## src/rtl/lcd_pkg.sv

```systemverilog
// Shared LCD bus definitions: decoder states, function-set nibbles and command opcodes.
// Also used by the LCD driver, so opcodes live here rather than in either block.
package lcd_pkg;

    typedef enum logic [1:0] {
        S_8BIT = 2'd0,
        S_HI   = 2'd1,
        S_LO   = 2'd2
    } lcd_state_e;

    // Bus lines other than enable, in the order they enter the synchronizer.
    typedef struct packed {
        logic       rs;
        logic       rw;
        logic [3:0] nib;
    } lcd_bus_t;

    localparam logic [3:0] LCD_FUNCSET_4BIT = 4'h2;
    localparam logic [3:0] LCD_FUNCSET_8BIT = 4'h3;
    localparam logic [7:0] LCD_CMD_CLEAR    = 8'h01;
    localparam logic [7:0] LCD_CMD_ENTRY    = 8'h06;

endpackage

```

## src/rtl/lcd_bus_sync.sv

```systemverilog
// Shared synchronizer chain for enable plus data lines, with registered enable edge pulses.
// Edges appear SYNC_STAGES+1 cycles after the pin; e_o is aligned with the edge pulses.
module lcd_bus_sync #(
    parameter int W           = 6,
    parameter int SYNC_STAGES = 2
) (
    input  logic         clk,
    input  logic         rst,
    input  logic         e_i,
    input  logic [W-1:0] dat_i,
    output logic         e_o,
    output logic [W-1:0] dat_o,
    output logic         rise_o,
    output logic         fall_o
);

    logic [W:0] sync_q [SYNC_STAGES];
    logic       e_prev_q;
    logic       rise_q;
    logic       fall_q;
    logic       e_cur;

    assign e_cur = sync_q[SYNC_STAGES-1][W];

    always_ff @(posedge clk or posedge rst) begin
        if (rst) begin
            for (int i = 0; i < SYNC_STAGES; i++) begin
                sync_q[i] <= '0;
            end
            e_prev_q <= 1'b0;
            rise_q   <= 1'b0;
            fall_q   <= 1'b0;
        end else begin
            sync_q[0] <= {e_i, dat_i};
            for (int i = 1; i < SYNC_STAGES; i++) begin
                sync_q[i] <= sync_q[i-1];
            end
            e_prev_q <= e_cur;
            rise_q   <= e_cur & ~e_prev_q;
            fall_q   <= ~e_cur & e_prev_q;
        end
    end

    assign e_o    = e_prev_q;
    assign dat_o  = sync_q[SYNC_STAGES-1][W-1:0];
    assign rise_o = rise_q;
    assign fall_o = fall_q;

endmodule

```

## src/rtl/lcd_nibble_decoder.sv

```systemverilog
// Receive-side HD44780 4-bit bus decoder: tracks 8-bit/4-bit mode, rebuilds bytes, flags errors.
// Bytes and error pulses appear SYNC_STAGES+2 cycles after the lcd_e pin falls; no backpressure.
module lcd_nibble_decoder
    import lcd_pkg::*;
#(
    parameter int SYNC_STAGES = 2,
    parameter int MIN_E_CYC   = 12,
    parameter int TIMEOUT_CYC = 50000
) (
    input  logic       clk,
    input  logic       rst,
    input  logic       lcd_e,
    input  logic       lcd_rs,
    input  logic       lcd_rw,
    input  logic       lcd_4,
    input  logic       lcd_5,
    input  logic       lcd_6,
    input  logic       lcd_7,
    output logic [7:0] byte_out,
    output logic       byte_is_data,
    output logic       byte_valid,
    output logic       mode4,
    output logic       err_short,
    output logic       err_rs,
    output logic       err_timeout
);

    localparam int EW = $clog2(MIN_E_CYC + 1);
    localparam int TW = $clog2(TIMEOUT_CYC);

    lcd_bus_t                bus_in;
    lcd_bus_t                bus;
    logic [$bits(lcd_bus_t)-1:0] bus_s;
    logic                    e_s;
    logic                    e_rise;
    logic                    e_fall;

    assign bus_in = {lcd_rs, lcd_rw, lcd_7, lcd_6, lcd_5, lcd_4};
    assign bus    = lcd_bus_t'(bus_s);

    lcd_bus_sync #(
        .W           ($bits(lcd_bus_t)),
        .SYNC_STAGES (SYNC_STAGES)
    ) u_sync (
        .clk    (clk),
        .rst    (rst),
        .e_i    (lcd_e),
        .dat_i  (bus_in),
        .e_o    (e_s),
        .dat_o  (bus_s),
        .rise_o (e_rise),
        .fall_o (e_fall)
    );

    lcd_state_e  state_q, state_d;
    logic [EW-1:0] ecnt_q, ecnt_d;
    logic [TW-1:0] tcnt_q, tcnt_d;
    logic [3:0]  hi_q, hi_d;
    logic        hrs_q, hrs_d;
    logic [7:0]  byte_q, byte_d;
    logic        isdata_q, isdata_d;
    logic        bv_q, bv_d;
    logic        mode4_q, mode4_d;
    logic        es_q, es_d;
    logic        ers_q, ers_d;
    logic        eto_q, eto_d;
    logic        e_long;
    logic        qual;

    assign e_long = (ecnt_q >= EW'(MIN_E_CYC));
    assign qual   = e_fall && e_long && !bus.rw;

    always_comb begin
        state_d  = state_q;
        ecnt_d   = ecnt_q;
        tcnt_d   = tcnt_q;
        hi_d     = hi_q;
        hrs_d    = hrs_q;
        byte_d   = byte_q;
        isdata_d = isdata_q;
        mode4_d  = mode4_q;
        bv_d     = 1'b0;
        es_d     = 1'b0;
        ers_d    = 1'b0;
        eto_d    = 1'b0;

        // The rise pulse lands on the first counted high cycle, hence restart at 1.
        if (e_rise) begin
            ecnt_d = EW'(1);
        end else if (e_s && !e_long) begin
            ecnt_d = ecnt_q + EW'(1);
        end

        if (e_fall && !e_long) begin
            es_d = 1'b1;
        end

        case (state_q)
            S_8BIT: begin
                if (qual) begin
                    bv_d     = 1'b1;
                    byte_d   = {bus.nib, 4'h0};
                    isdata_d = bus.rs;
                    if (!bus.rs && bus.nib == LCD_FUNCSET_4BIT) begin
                        state_d = S_HI;
                        mode4_d = 1'b1;
                    end
                end
            end
            S_HI: begin
                if (qual) begin
                    hi_d    = bus.nib;
                    hrs_d   = bus.rs;
                    tcnt_d  = '0;
                    state_d = S_LO;
                end
            end
            S_LO: begin
                if (qual) begin
                    tcnt_d = '0;
                    if (bus.rs == hrs_q) begin
                        bv_d     = 1'b1;
                        byte_d   = {hi_q, bus.nib};
                        isdata_d = bus.rs;
                        if (!bus.rs && hi_q == LCD_FUNCSET_8BIT) begin
                            state_d = S_8BIT;
                            mode4_d = 1'b0;
                        end else begin
                            state_d = S_HI;
                        end
                    end else begin
                        // Mismatched rs restarts the byte with this nibble as its high half.
                        ers_d = 1'b1;
                        hi_d  = bus.nib;
                        hrs_d = bus.rs;
                    end
                end else if (tcnt_q == TW'(TIMEOUT_CYC - 1)) begin
                    if (!e_fall) begin
                        eto_d   = 1'b1;
                        tcnt_d  = '0;
                        state_d = S_HI;
                    end
                end else begin
                    tcnt_d = tcnt_q + TW'(1);
                end
            end
            default: state_d = S_8BIT;
        endcase
    end

    always_ff @(posedge clk or posedge rst) begin
        if (rst) begin
            state_q  <= S_8BIT;
            ecnt_q   <= '0;
            tcnt_q   <= '0;
            hi_q     <= '0;
            hrs_q    <= 1'b0;
            byte_q   <= '0;
            isdata_q <= 1'b0;
            bv_q     <= 1'b0;
            mode4_q  <= 1'b0;
            es_q     <= 1'b0;
            ers_q    <= 1'b0;
            eto_q    <= 1'b0;
        end else begin
            state_q  <= state_d;
            ecnt_q   <= ecnt_d;
            tcnt_q   <= tcnt_d;
            hi_q     <= hi_d;
            hrs_q    <= hrs_d;
            byte_q   <= byte_d;
            isdata_q <= isdata_d;
            bv_q     <= bv_d;
            mode4_q  <= mode4_d;
            es_q     <= es_d;
            ers_q    <= ers_d;
            eto_q    <= eto_d;
        end
    end

    assign byte_out     = byte_q;
    assign byte_is_data = isdata_q;
    assign byte_valid   = bv_q;
    assign mode4        = mode4_q;
    assign err_short    = es_q;
    assign err_rs       = ers_q;
    assign err_timeout  = eto_q;

endmodule

```

## config.mk

```make
export PLATFORM = sky130hd
export DESIGN_NAME = lcd_nibble_decoder
export DESIGN_NICKNAME = d
export VERILOG_FILES = /design/src/rtl/lcd_pkg.sv /design/src/rtl/lcd_bus_sync.sv /design/src/rtl/lcd_nibble_decoder.sv
export SDC_FILE = /design/constraint.sdc
export NUM_CORES = 1
export LEC_CHECK = 0
export BUFFER_PORTS_ARGS = -buffer_cell sky130_fd_sc_hd__buf_2
export CAP_MARGIN = 5
export CORE_ASPECT_RATIO = 0.75
export CORE_MARGIN = 2
export CORE_UTILIZATION = 44
export CTS_BUF_LIST = sky130_fd_sc_hd__clkbuf_8
export CTS_CLUSTER_SIZE = 24
export DETAILED_ROUTE_END_ITERATION = 12
export MAX_ROUTING_LAYER = met4
export PLACE_DENSITY = 0.61
export SLEW_MARGIN = 20
export SYNTH_ARGS = -nofsm -noshare
export SYNTH_HDL_FRONTEND = slang
export SYNTH_SLANG_ARGS = --single-unit
```

## constraint.sdc

```tcl
create_clock -name clk -period 2.9 [get_ports clk]
set_clock_uncertainty 0.1 [all_clocks]
set_input_delay 0.87 -clock clk [delete_from_list [all_inputs] [get_ports clk]]
set_output_delay 0.87 -clock clk [all_outputs]
set_load 0.01 [all_outputs]
```

==> results.cfg <==
[status]
status = finished, final reports clean

[cells_and_area]
syn2layout_area_growth_pct = 15.0
stdcell_area_um2 = 3020
nNetsFinal = 284
layout.cells.non_filler = 351
fill_cells = 531
layout-drive-gt1-share_pct = 19.8
antenna_cells = 0

[route]
drc_errors = 0
detail-route-antenna-nets = 0
vias = 1845
drtIter0Drc = 178
wire_per_inst_um = 13.9
viasPerCell = 5.26
drt_pre_antenna_iters = 4
detail_route.wirelength_um = 4870

[placed_design]
portBuffers = 22
placed_area_um2 = 2830
gp_congestion = 0.766
dp.cells = 335
dp_hpwl_um = 3330

[critical_path]
crit_family = simple AND/OR/NAND/NOR gates
worstSetupPathType = flop to flop
crit_chain = ha_1 > and3_1 > and4_4 > nor4b_4 > buf_4 > a21oi_1 > mux2i_1
crit_buf_inv = 1
cpMaxStageDelayCell = nor4b_4
r2r-end = tcnt_q[2]
crit_fanout = 11
startpoint_type = flop
regToRegStartpoint = tcnt_q[0]
r2r_setup_slack_ns = 0.68
ff2ff_path_depth = 7
required_ns = 3.06
crit_path_end_kind = flop
worstPathArrival_ns = 2.38
critical_path.max_stage_delay_ns = 0.51

[sta]
final-max-slew-violation-count = 0
relSlewSlack_pct = 53.8
setup_tns_ns = 0
fmax_mhz = 451
setup_violations = 0
fin_crit_ns = 2.22
worst_pin_slew_ns = 0.691
final_hold_viol_count = 0
rsz0062_at_grt = false
finalCritPeriodShare_pct = 76.5

[power]
p_leak_nw = 1.42
peakVddDrop_uv = 341
p_total_w = 0.00221
power.density_nw_per_um2 = 731

[die]
die_w_um = 93.2
core-area_um2 = 5800
die-area_um2 = 6610
die_h_um = 70.9
rows = 24
start_util_pct = 45.3
io_pins = 23

[synth]
synthArstFlopShare_pct = 100
synthMuxAreaShare_pct = 7.34
yosysUniqueCellTypes = 47
synth_xor_area_share_pct = 1.00
synth_seq_area_share_pct = 55.3
synth-simple-area-share_pct = 19.9
synthesis.nets = 255
ys.flop_type = dfrtp_1
synth-seq-cells = 58
syn_area_um2 = 2630
synth_warnings = 0
synth_top_family_by_area = simple AND/OR/NAND/NOR gates
avgSynthCellArea_um2 = 11.0
synth-edff-count = 0
netlist.area_leader.share_pct = 55.3
synth_fa_ha_area_share_pct = 3.34
ys_top_cells_by_area = dfrtp_1 (55%), mux2i_1 (4.2%), nand2_1 (3.6%), nand3_1 (3.4%), ha_1 (3.3%)
synth_compound_area_share_pct = 10.1
yosysTopAreaCell = dfrtp_1
syn_inst = 239

[grt]
grt_pass1_wl_um = 8480
grt_max_degree = 59
grt_pass1_vias = 1758
gr-total-overflow = 0
track_usage_pct = 17.5
antenna_found_initial = 0

[clocking]
cts_resized = 0
cts_buffers = 9
cts_hold_buf = 0
clock-sinks = 58
cts-root-buf = clkbuf_8
clk_path_buf_depth = 2
htreeDepth = 3
postCtsSetupBuffers = 0
cts_tree = built
clk_latency_ns = 0.34
clk_pin_slew_ns = 0.06

[hold_path]
hold_start = u_sync.sync_q[8]
whs_path_depth = 0
hold_class = flop to flop
whs_endpoint = u_sync.dat_o[1]

[job]
drv_cap = 0
==> synthesized netlist by cell type (all sizes together), types with 3 or more instances <==
| cell type | n |
|---|---|
| clkbuf | 3 |
| nor4b | 4 |
| and2 | 3 |
| ha | 7 |
| buf | 5 |
| and4b | 3 |
| a21oi | 14 |
| mux2i | 11 |
| inv | 10 |
| nand3 | 18 |
| nand4 | 7 |
| nor2 | 17 |
| nor3 | 5 |
| o21ai | 9 |
| nand2 | 25 |
| dfrtp | 58 |
| mux2 | 7 |
| o311ai | 3 |
| a22o | 6 |
==> logic make-up after synthesis <==
kind of cell | after synthesis
simple gates | 95
buf+inv | 18
mux | 18
fa+ha+maj | 7
compound gates | 40
flops | 58
xor+xnor | 3
==> placed cells by master (no fill, tap or decap), types with 6 or more instances in the layout <==
master / Yosys / final
nand4_1: 7 / 7
inv_1: 10 / 11
nand2_1: 25 / 25
mux2i_1: 11 / 11
mux2_2: 6 / 6
dfrtp_1: 58 / 58
clkbuf_8: 0 / 9
a22o_1: 6 / 6
nand3_1: 18 / 18
o21ai_0: 8 / 8
a21oi_1: 14 / 14
ha_1: 7 / 7
nor2_1: 16 / 16
buf_2: 2 / 22
==> metal layers <==
metal	up-vias	part of all wire [%]	global-route usage, %
li1	916	-	-
met1	879	53	25.6
met2	46	40	22.5
met3	4	5.4	6.39
met4	0	0.95	5.88
met5	-	0	-
==> flip-flops by register name (all words and copies together) (netlist names) <==
signal and cells:
tcnt_q 16, byte_out 8, u_sync.sync_q 7, u_sync.dat_o 6, ecnt_q 4, hi_q 4, state_q 2, byte_is_data 1
byte_valid 1, err_rs 1, err_short 1, err_timeout 1, hrs_q 1, mode4 1, u_sync.e_cur 1, u_sync.e_o 1
u_sync.fall_o 1, u_sync.rise_o 1
==> per-stage QoR <==
step	hold WS, ns	worst slack, ns	utilization (%)
after global routing	0.256	0.494	52.1
after global placement	0.233	0.772	48.9
after CTS	0.252	0.690	52.1
after floorplan	0.231	0.502	-
after detailed placement	0.237	0.696	48.9
final	0.249	0.682	52.1
==> area by class of cell <==
cell class                 count  area (um^2)  share of cell area [%]
sequential                    58         1450                    48.1
multi-input combinational    163         1090                    36.2
timing repair buffer          26          153                    5.06
clock buffer                   9          124                    4.10
tap                           78         97.6                    3.23
clock inverter                 7         62.6                    2.07
inverter                      10         37.5                    1.24
==> report_power, final <==
part	internal, W	switching, W
Sequential	0.000882	0.0000660
Clock	0.000387	0.000315
Combinational	0.000232	0.000324
==> worst reg2reg max path, delay by kind of cell (launching register included) <==
| family | cells | cell delay, ns |
|---|---|---|
| AO/OA/AOI/OAI | 1 | 0.08 |
| adder cells (fa/ha/maj) | 1 | 0.25 |
| buffers and inverters | 1 | 0.27 |
| flip-flops | 1 | 0.40 |
| multiplexers | 1 | 0.16 |
| AND/OR/NAND/NOR | 3 | 0.89 |
==> how the worst max path moves through the flow <==
| stage | startpoint | end | slack [ns] | depth (start not counted) |
|---|---|---|---|---|
| global route | tcnt_q[12] | tcnt_q[10] | 0.49 | 5 |
| detailed placement | tcnt_q[13] | tcnt_q[13] | 0.70 | 5 |
| finish | tcnt_q[0] | tcnt_q[2] | 0.68 | 7 |
| global placement | tcnt_q[0] | tcnt_q[8] | 0.77 | 7 |
| floorplan | rst | byte_is_data | 0.50 | 1 |
| CTS | tcnt_q[0] | tcnt_q[2] | 0.69 | 7 |
No activity file was read; power rests on OpenSTA's default activity.
